===== config.mk =====
export PLATFORM = sky130hd
export DESIGN_NAME = fp_unpack_pipe
export DESIGN_NICKNAME = d
export VERILOG_FILES = /design/src/rtl/fp_unpack_pipe_pkg.sv /design/src/rtl/fp_unpack_pipe_clz.sv /design/src/rtl/fp_unpack_pipe.sv
export SDC_FILE = /design/constraint.sdc
export NUM_CORES = 1
export LEC_CHECK = 0
export CAP_MARGIN = 10
export CORE_ASPECT_RATIO = 0.75
export CORE_UTILIZATION = 50
export CTS_BUF_LIST = sky130_fd_sc_hd__clkbuf_16
export DETAILED_ROUTE_END_ITERATION = 7
export HOLD_SLACK_MARGIN = 0.05
export PLACE_DENSITY = 0.76
export SKIP_LAST_GASP = 1
export SLEW_MARGIN = 20
export SYNTH_ARGS = -nofsm -noshare
export SYNTH_HDL_FRONTEND = slang
export SYNTH_SLANG_ARGS = --single-unit

===== constraint.sdc =====
create_clock -name clk_i -period 2.5 [get_ports clk_i]
set_clock_uncertainty 0.1 [all_clocks]
set_input_delay 0.25 -clock clk_i [delete_from_list [all_inputs] [get_ports clk_i]]
set_output_delay 0.25 -clock clk_i [all_outputs]
set_load 0.1 [all_outputs]

===== src/rtl/fp_unpack_pipe_pkg.sv =====
// Shared definitions for the FP operand unpacker: fclass bit positions and
// small elaboration-time helpers.
package fp_unpack_pipe_pkg;

  localparam int FCLASS_W    = 10;
  localparam int FCLASS_NINF = 0;
  localparam int FCLASS_NNORM = 1;
  localparam int FCLASS_NSUB = 2;
  localparam int FCLASS_NZERO = 3;
  localparam int FCLASS_PZERO = 4;
  localparam int FCLASS_PSUB = 5;
  localparam int FCLASS_PNORM = 6;
  localparam int FCLASS_PINF = 7;
  localparam int FCLASS_SNAN = 8;
  localparam int FCLASS_QNAN = 9;

  function automatic logic [FCLASS_W-1:0] fclass_bit(input int idx);
    return FCLASS_W'(1) << idx;
  endfunction

  // Smallest power of two that is >= n; sizes the leading-zero counter.
  function automatic int next_pow2(input int n);
    int p;
    p = 1;
    while (p < n) p = p * 2;
    return p;
  endfunction

endpackage


===== src/rtl/fp_unpack_pipe_clz.sv =====
// Parametrised leading-zero counter; an all-zero input yields W_IN.
module fp_unpack_pipe_clz #(
  parameter int W_IN = 32
) (
  input  logic [W_IN-1:0]        data,
  output logic [$clog2(W_IN):0]  count
);

  localparam int CNT_W = $clog2(W_IN) + 1;

  // Ascending scan: the highest set bit is the last one to overwrite count.
  always_comb begin
    count = CNT_W'(W_IN);
    for (int i = 0; i < W_IN; i++) begin
      if (data[i]) count = CNT_W'(W_IN - 1 - i);
    end
  end

endmodule


===== src/rtl/fp_unpack_pipe.sv =====
// Two-stage FP operand unpacker: NaN-box check, field split and CLZ in stage 1,
// fclass mask plus unbiased exponent / normalised significand in stage 2.
module fp_unpack_pipe
  import fp_unpack_pipe_pkg::*;
#(
  parameter int FLEN  = 32,
  parameter int EXP_W = 8,
  parameter int MAN_W = 23,
  parameter int TAG_W = 5
) (
  input  logic               clk_i,
  input  logic               rst_i,
  input  logic               in_valid_i,
  output logic               in_ready_o,
  input  logic [FLEN-1:0]    in_data_i,
  input  logic [TAG_W-1:0]   in_tag_i,
  output logic               out_valid_o,
  input  logic               out_ready_i,
  output logic               out_sign_o,
  output logic [EXP_W+1:0]   out_exp_o,
  output logic [MAN_W:0]     out_sig_o,
  output logic [FCLASS_W-1:0] out_class_o,
  output logic               out_unboxed_o,
  output logic [TAG_W-1:0]   out_tag_o
);

  localparam int FW    = EXP_W + MAN_W + 1;
  localparam int CLZ_W = next_pow2(MAN_W);
  localparam int CNT_W = $clog2(CLZ_W) + 1;
  localparam int LSH_W = $clog2(MAN_W + 2);
  localparam int XW    = EXP_W + 2;
  localparam logic [XW-1:0] BIAS = XW'((1 << (EXP_W - 1)) - 1);
  localparam logic [FW-1:0] QNAN = {1'b0, {EXP_W{1'b1}}, 1'b1, {(MAN_W-1){1'b0}}};

  // Handshake: a stage advances when it is empty or its successor advances;
  // a transfer happens on valid & ready at the clock edge, and a stalled
  // output holds its data. in_ready_o is combinational from out_ready_i.
  logic s1_valid, s2_valid;
  logic s1_adv, s2_adv;

  assign s2_adv      = !s2_valid || out_ready_i;
  assign s1_adv      = !s1_valid || s2_adv;
  assign in_ready_o  = s1_adv;
  assign out_valid_o = s2_valid;

  // ---------------- stage 1 combinational ----------------
  logic               unboxed;
  logic [FW-1:0]      operand;
  logic [EXP_W-1:0]   exp_field;
  logic [MAN_W-1:0]   man_field;
  logic [CLZ_W-1:0]   man_pad;
  logic [CNT_W-1:0]   lz;
  logic [LSH_W-1:0]   lshamt;

  generate
    if (FLEN > FW) begin : g_box
      assign unboxed = !(&in_data_i[FLEN-1:FW]);
    end else begin : g_nobox
      assign unboxed = 1'b0;
    end
  endgenerate

  assign operand   = unboxed ? QNAN : in_data_i[FW-1:0];
  assign exp_field = operand[FW-2:MAN_W];
  assign man_field = operand[MAN_W-1:0];
  assign man_pad   = CLZ_W'(man_field);

  fp_unpack_pipe_clz #(.W_IN(CLZ_W)) u_clz (
    .data  (man_pad),
    .count (lz)
  );

  // Distance to move the top set mantissa bit up to bit MAN_W.
  assign lshamt = LSH_W'(MAN_W + 1 - CLZ_W + int'(lz));

  // ---------------- stage 1 registers ----------------
  logic               s1_sign, s1_exp_zero, s1_exp_max, s1_man_zero, s1_unboxed;
  logic [EXP_W-1:0]   s1_exp;
  logic [MAN_W-1:0]   s1_man;
  logic [LSH_W-1:0]   s1_lshamt;
  logic [TAG_W-1:0]   s1_tag;

  always_ff @(posedge clk_i) begin
    if (rst_i) begin
      s1_valid    <= 1'b0;
      s1_sign     <= 1'b0;
      s1_exp      <= '0;
      s1_man      <= '0;
      s1_exp_zero <= 1'b0;
      s1_exp_max  <= 1'b0;
      s1_man_zero <= 1'b0;
      s1_lshamt   <= '0;
      s1_unboxed  <= 1'b0;
      s1_tag      <= '0;
    end else if (s1_adv) begin
      s1_valid <= in_valid_i;
      if (in_valid_i) begin
        s1_sign     <= operand[FW-1];
        s1_exp      <= exp_field;
        s1_man      <= man_field;
        s1_exp_zero <= (exp_field == '0);
        s1_exp_max  <= &exp_field;
        s1_man_zero <= (man_field == '0);
        s1_lshamt   <= lshamt;
        s1_unboxed  <= unboxed;
        s1_tag      <= in_tag_i;
      end
    end
  end

  // ---------------- stage 2 decode ----------------
  // e - BIAS covers normal, zero (e = 0) and inf/NaN (e all ones) alike.
  logic [FCLASS_W-1:0] cls_d;
  logic [XW-1:0]       exp_d;
  logic [MAN_W:0]      sig_d;

  always_comb begin
    cls_d = '0;
    exp_d = {2'b00, s1_exp} - BIAS;
    sig_d = {1'b1, s1_man};
    if (s1_exp_max) begin
      if (s1_man_zero)
        cls_d = s1_sign ? fclass_bit(FCLASS_NINF) : fclass_bit(FCLASS_PINF);
      else if (s1_man[MAN_W-1])
        cls_d = fclass_bit(FCLASS_QNAN);
      else
        cls_d = fclass_bit(FCLASS_SNAN);
    end else if (s1_exp_zero) begin
      if (s1_man_zero) begin
        cls_d = s1_sign ? fclass_bit(FCLASS_NZERO) : fclass_bit(FCLASS_PZERO);
        sig_d = '0;
      end else begin
        cls_d = s1_sign ? fclass_bit(FCLASS_NSUB) : fclass_bit(FCLASS_PSUB);
        exp_d = XW'(1) - BIAS - XW'(s1_lshamt);
        sig_d = {1'b0, s1_man} << s1_lshamt;
      end
    end else begin
      cls_d = s1_sign ? fclass_bit(FCLASS_NNORM) : fclass_bit(FCLASS_PNORM);
    end
  end

  // ---------------- stage 2 registers ----------------
  always_ff @(posedge clk_i) begin
    if (rst_i) begin
      s2_valid      <= 1'b0;
      out_sign_o    <= 1'b0;
      out_exp_o     <= '0;
      out_sig_o     <= '0;
      out_class_o   <= '0;
      out_unboxed_o <= 1'b0;
      out_tag_o     <= '0;
    end else if (s2_adv) begin
      s2_valid <= s1_valid;
      if (s1_valid) begin
        out_sign_o    <= s1_sign;
        out_exp_o     <= exp_d;
        out_sig_o     <= sig_d;
        out_class_o   <= cls_d;
        out_unboxed_o <= s1_unboxed;
        out_tag_o     <= s1_tag;
      end
    end
  end

endmodule


==> results.cfg, run 1 <==
[floorplanning]
placement_rows = 32
die-height_um = 92.1
num_io_pins = 94
area_of_the_die_sq_mm = 0.0113
floorplan_core_area_sq_mm = 0.0104
initial_utilization_pct = 52.0
die_w_um = 122

[worst_setup_path]
cp_max_fo = 17
path_class = register to register
cp_cell_sequence = buf_4 -> nor2_1 -> nand2_1 -> buf_4 -> o311ai_0 -> o21ai_0 -> nor2_1
crit_path_max_incr_delay_ns = 0.47
critical_path.endpoint_type = register
worstPathArrival_ns = 2.41
crit-reg2reg-launch = s1_lshamt[3]
crit_required_ns = 2.67
slowest_stage = o311ai_0
startpoint_type = register
ff2ff_setup_slack_ns = 0.26
crit_path_end = out_sig_o[3]
worstReg2RegEnd = out_sig_o[3]
critPathLaunch = s1_lshamt[3]
r2r.worst_path.cells = 7

[cells_and_area]
layout.filler_cells = 925
layout-area-overhead-vs-synth_pct = 23.0
final_net_count = 801
finish.instance_area_sq_mm = 0.00666
post_route_cells_drive_above_1_share_pct = 17.0
insertedDiodeCount = 0
layout.cells.non_filler = 899

[synthesis]
post_synth_num_cell_types = 65
synth_top_family_by_area = simple AND/OR/NAND/NOR gates
synth_xor_area_share_pct = 1.46
seq_area_frac_synth_pct = 35.5
synthesis.instances = 681
yosys-top-cells-count = 125 x nand2_1, 96 x dfxtp_1, 87 x a21oi_1, 66 x nor2_1, 42 x clkbuf_1
synth.top_cells.by_area = dfxtp_1 35%, nand2_1 8.7%, a21oi_1 8.0%
synth_top_flop_cell = dfxtp_1
synth_most_common_cell = nand2_1
netlist_area_sq_mm = 0.00541
postSynthRegisterBits = 96
share_of_the_synthesized_area_in_the_top_cell_type_pct = 35.5
number_of_enable_type_register_cells_in_the_synthesized_netlist = 0
synth_simple_gate_area_share_pct = 22.4
synth_compound_gate_area_share_pct = 21.2
synthesized_area_per_cell_sq_um = 7.95
async_flop_share_pct = 0
synth.net_count = 724
yosys.area.top_type = dfxtp_1
post_synth_fa_ha_maj_area_fraction_pct = 0.462
post_synth_mux_area_share_pct = 12.8
ys_warn_count = 0

[cts]
cts.hold.buffers_added = 0
clock_pin_slew_on_the_worst_setup_and_hold_paths_ns = 0.07
post_cts_resize_count = 0
library_cell_used_as_clock_root_buffer = clkbuf_16
cts.sink_count = 96
cts_htree_levels = 3
clk_latency_ns = 0.34
buffer_count_from_post_cts_setup_fixing = 0
cts.path.max_buffers = 2
numCtsBuffers = 9
tritoncts = done

[placed_design]
post_detailed_placement_half_perimeter_wirelength_mm = 12.9
finalWeightedCongestion = 0.919
placement.io_buffers = 92
detailed_place.area_sq_mm = 0.00639
dp.cells = 883

[drt]
viasPerCell = 6.11
drt-wirelength-per-cell_um = 19.2
drt_drc_violations_left = 0
vias = 5489
detail-route-antenna-nets = 0
number_of_drc_violations_after_detailed_routing_iteration_0 = 542
totalWireLength_mm = 17.3
drt_pass1_iterations = 5

[global_routing]
grt-ovfl-total = 0
first_global_vias = 5162
maximum_number_of_pins_on_one_net_before_global_route_repair = 56
track_usage_pct = 31.7
grt_first_pass_wirelength_mm = 27.6
grt_antenna_before_repair = 0

[pwr]
p_comb_share_pct = 23.9
power.ir.vdd_worst_uv = 331
seq_power_share_pct = 43.5
switching_power_mw = 1.31
power.share.switching_pct = 33.6
total_power_divided_by_cell_area_mw_per_mm2 = 586
power.static_leakage_nw = 2.51
clockPowerShare_pct = 32.6
power.internal_mw = 2.59

[worst_hold_path]
min-delay-path-class = input pin to register
hold_path_depth = 2

[flow_run]
cap_viol_max_count = 0

[timing]
worst-slew-pin-transition_ns = 0.547
clock.fmax_mhz = 447
tns_ns = 0
slew_viol_final = 0
fin_hold_ws_ns = 0.179
grt_setup_unrepaired = no
report.final.setup_viol = 0
final-hold-violation-count = 0
maxSlewHeadroom_pct = 62.5
period_share_pct = 89.5
layout_min_cycle_time_ns = 2.24

[outcome]
run_status = complete, no violations
[registers in the layout (all words and copies together), names as in the netlist]
signal,flops
out_class_o,10
out_exp_o,9
out_sig_o,24
out_sign_o,1
out_tag_o,5
out_valid_o,1
s1_exp,8
s1_exp_max,1
s1_exp_zero,1
s1_lshamt,5
s1_man,23
s1_man_zero,1
s1_sign,1
s1_tag,5
s1_valid,1
[power by group through the flow]
stage	sequential, mW	clock [mW]	combinational (mW)
detailed placement	1.73	0	0.923
global placement	1.73	0	0.920
floorplan	1.96	0	0.409
CTS	1.70	1.29	0.926
global route	1.71	1.35	0.991
finish	1.70	1.27	0.932
[worst max-delay path: cells and delay by family, from the launching register on]
family	cells	cell delay, ns
simple gates	3	0.68
compound gates	2	0.63
buf+inv	2	0.43
flops	1	0.32
[how the worst min path moves through the flow]
stage | startpoint | endpoint | slack [ns]
global placement | out_class_o[2] | out_class_o[2] | 0.34
detailed placement | s1_tag[1] | out_tag_o[1] | 0.34
CTS | rst_i | s1_man[21] | 0.18
finish | rst_i | s1_man[18] | 0.18
floorplan | in_valid_i | s1_valid | 0.28
global route | rst_i | s1_lshamt[3] | 0.19
[cell usage in the layout (no fill, tap or decap), types with 3 or more instances in the layout]
cell type          n
clkinv_4           3
and2_1             7
xor2_1             4
a31oi_1            4
buf_12             4
a211o_1            3
nor4_1             6
a311oi_1           4
o22ai_1            3
a221oi_1           9
a21oi_1           87
buf_4             82
mux2i_1           24
o211ai_1           7
or4_1              3
nor2_1            66
o21a_1             6
o221ai_1           6
clkdlybuf4s50_1   39
nand2_1          125
nor3_1            25
a211oi_1          19
mux4_2            14
nand4_1            9
dfxtp_1           95
inv_1             10
clkbuf_16          9
xnor2_1            5
nand2b_1           9
mux2_2            11
nand3_1            8
o21ai_0            9
[kinds of logic after synthesis]
kind of cell	Yosys count
compound gates	178
mux	50
buf+inv	71
other cells	1
xor+xnor	9
simple gates	274
flops	96
fa+ha+maj	2
[layout make-up]
type / instances / area [sq um] / share of cell area, %
Multi-Input combinational cell: 514 / 3160 / 47.4
Sequential cell: 96 / 1930 / 28.9
Timing Repair Buffer: 126 / 1090 / 16.4
Clock buffer: 9 / 225 / 3.38
Tap cell: 136 / 170 / 2.55
Clock inverter: 7 / 47.5 / 0.714
Inverter: 11 / 41.3 / 0.620
[layer usage]
layer	track usage, %	up-vias	routed length (um)
met5	0	-	0
met4	8.64	0	278
met3	5.66	26	1630
met2	45.2	262	7160
met1	48.1	2591	8200
li1	-	2610	-
[metrics by stage]
step	utilization [%]	setup WS (ns)	power (mW)
after floorplan	-	-0.00884	2.37
after global placement	61.4	0.241	2.65
after detailed placement	61.4	0.292	2.65
after CTS	64.0	0.280	3.91
after global routing	64.0	0.0808	4.05
final	64.0	0.262	3.90
Note: power is estimated with default switching activity, not from simulation.
==> run 2: changes to the inputs <==
--- a/config.mk
+++ b/config.mk
@@ -7,11 +7,11 @@
 export LEC_CHECK = 0
 export CAP_MARGIN = 10
 export CORE_ASPECT_RATIO = 0.75
-export CORE_UTILIZATION = 50
+export CORE_UTILIZATION = 58
 export CTS_BUF_LIST = sky130_fd_sc_hd__clkbuf_16
 export DETAILED_ROUTE_END_ITERATION = 7
 export HOLD_SLACK_MARGIN = 0.05
-export PLACE_DENSITY = 0.76
+export PLACE_DENSITY = 0.86
 export SKIP_LAST_GASP = 1
 export SLEW_MARGIN = 20
 export SYNTH_ARGS = -nofsm -noshare
==> constraint.sdc (replaced) <==
create_clock -name clk_i -period 2.8 [get_ports clk_i]
set_clock_uncertainty 0.1 [all_clocks]
set_input_delay 0.28 -clock clk_i [delete_from_list [all_inputs] [get_ports clk_i]]
set_output_delay 0.28 -clock clk_i [all_outputs]
set_load 0.1 [all_outputs]
==> results.cfg, run 2 (synthesis gave the netlist of run 1 again) <==
[worst_hold_path]
min-delay-path-class = register to register

[cts]
buffer_count_from_post_cts_setup_fixing = 0
tritoncts = done
cts.path.max_buffers = 2
library_cell_used_as_clock_root_buffer = clkbuf_16
cts.sink_count = 96
clock_pin_slew_on_the_worst_setup_and_hold_paths_ns = 0.07
cts.hold.buffers_added = 0
cts_htree_levels = 3
clk_latency_ns = 0.35
numCtsBuffers = 9
post_cts_resize_count = 0

[cells_and_area]
layout_common_cells = 125 x nand2_1, 95 x dfxtp_1, 87 x a21oi_1
finish.instance_area_sq_mm = 0.00663
layout.cells.most_common = nand2_1
insertedDiodeCount = 0
post_route_cells_drive_above_1_share_pct = 16.8
final_net_count = 796
layout-area-overhead-vs-synth_pct = 22.4
reg_top3 = out_sig_o (24), s1_man (23), out_class_o (10)
layout.cells.non_filler = 886
max_flop_register = out_sig_o
largest_register_ff_count = 24

[placed_design]
preCtsSetupSlack_ns = 0.495
post_detailed_placement_half_perimeter_wirelength_mm = 12.8
finalWeightedCongestion = 1.00
dp.cells = 870
placement.io_buffers = 92
detailed_place.area_sq_mm = 0.00633

[outcome]
run_status = complete, no violations

[drt]
drt_pass1_iterations = 6
viasPerCell = 6.29
drt-wirelength-per-cell_um = 19.5
totalWireLength_mm = 17.2
drt_drc_violations_left = 0
detail-route-antenna-nets = 0
number_of_drc_violations_after_detailed_routing_iteration_0 = 773
vias = 5571

[worst_setup_path]
startpoint_type = register
crit-reg2reg-launch = s1_lshamt[1]
path_class = register to register
critPathLaunch = s1_lshamt[1]
crit_required_ns = 2.97
crit_path_end = out_sig_o[18]
worstPathArrival_ns = 2.57
cp_cell_sequence = buf_4 -> mux2i_1 -> mux2i_1 -> o22ai_1 -> a2111o_1 -> a211oi_1
crit_top_cell = mux2i_1
critical-path-top-delay-family = compound AO/OA/AOI/OAI gates
worstReg2RegEnd = out_sig_o[18]
slowest_stage = dfxtp_1
ff2ff_setup_slack_ns = 0.39
critical_path_depth = 6
cp_max_fo = 13
r2r.worst_path.cells = 6
critical_path.endpoint_type = register
crit_path_max_incr_delay_ns = 0.71
path_buf_inv = 1

[floorplanning]
die-height_um = 85.7
initial_utilization_pct = 59.8
die_w_um = 114
area_of_the_die_sq_mm = 0.00973
num_io_pins = 94
floorplan_core_area_sq_mm = 0.00905
placement_rows = 30

[global_routing]
grt-ovfl-total = 0
grt_antenna_before_repair = 0
track_usage_pct = 36.4
first_global_vias = 5002
grt_first_pass_wirelength_mm = 27.2
maximum_number_of_pins_on_one_net_before_global_route_repair = 56

[timing]
clock.fmax_mhz = 416
grt_setup_unrepaired = no
final-hold-violation-count = 0
maxSlewHeadroom_pct = 49.5
period_share_pct = 85.9
setup_slack_ns = 0.393
tns_ns = 0
layout_min_cycle_time_ns = 2.41
report.final.setup_viol = 0
slew_viol_final = 0
worst-slew-pin-transition_ns = 0.756

[flow_run]
cap_viol_max_count = 0

[pwr]
power.ir.vdd_worst_uv = 354
power.static_leakage_nw = 2.49
total_power_divided_by_cell_area_mw_per_mm2 = 541
## run 2: cell count changes in the layout (fill, tap and decap cells not counted), sizes merged
cell / before / now
clkinv: 6 / 4
buf: 87 / 82
inv: 12 / 14
## run 2: cell type report
| class | instances | area [sq um] |
|---|---|---|
| multi-input combinational | 514 | 3160 |
| fill | 710 | 2420 |
| sequential | 96 | 1930 |
| timing repair buffer | 121 | 1040 |
| clock buffer | 9 | 225 |
| tap | 128 | 160 |
| clock inverter | 7 | 73.8 |
| inverter | 11 | 41.3 |
## run 2: worst register-to-register path: cells and delay by family (launching register included)
family,cells,cell delay [ns]
AOI/OAI and AO/OA,3,0.75
muxes,2,0.48
buffers and inverters,1,0.29
DFF,1,0.71
## run 2: metrics by stage
stage          total power [mW]  utilization (%)  hold slack, ns
6_report                   3.58             73.3           0.357
5_1_grt                    3.69             73.3           0.371
4_1_cts                    3.58             73.3           0.344
3_5_place_dp               2.36             69.9           0.347
3_3_place_gp               2.35             69.9           0.341
2_1_floorplan              2.11                -           0.309
## run 2: per-layer routing
| metal | vias up | global-route usage (%) | wire length, um |
|---|---|---|---|
| met4 | 0 | 11.7 | 414 |
| met2 | 369 | 53.2 | 7390 |
| met3 | 37 | 7.92 | 2040 |
| met5 | - | 0 | 0 |
| li1 | 2598 | - | - |
| met1 | 2567 | 53.3 | 7400 |
## run 2: how the worst min path moves through the flow
stage                         from  slack [ns]        endpoint  depth (start not counted)
detailed placement  out_class_o[9]        0.35  out_class_o[9]                          2
global route        out_class_o[7]        0.37  out_class_o[7]                          2
global placement    out_class_o[2]        0.34  out_class_o[2]                          2
floorplan               in_valid_i        0.31        s1_valid                          2
finish              out_class_o[7]        0.36  out_class_o[7]                          2
CTS                          rst_i        0.34  out_class_o[5]                          2
## run 2: power breakdown
| group | total (mW) | switching, mW | internal (mW) |
|---|---|---|---|
| sequential | 1.52 | 0.0919 | 1.43 |
| clock | 1.23 | 0.600 | 0.632 |
| combinational | 0.827 | 0.551 | 0.276 |
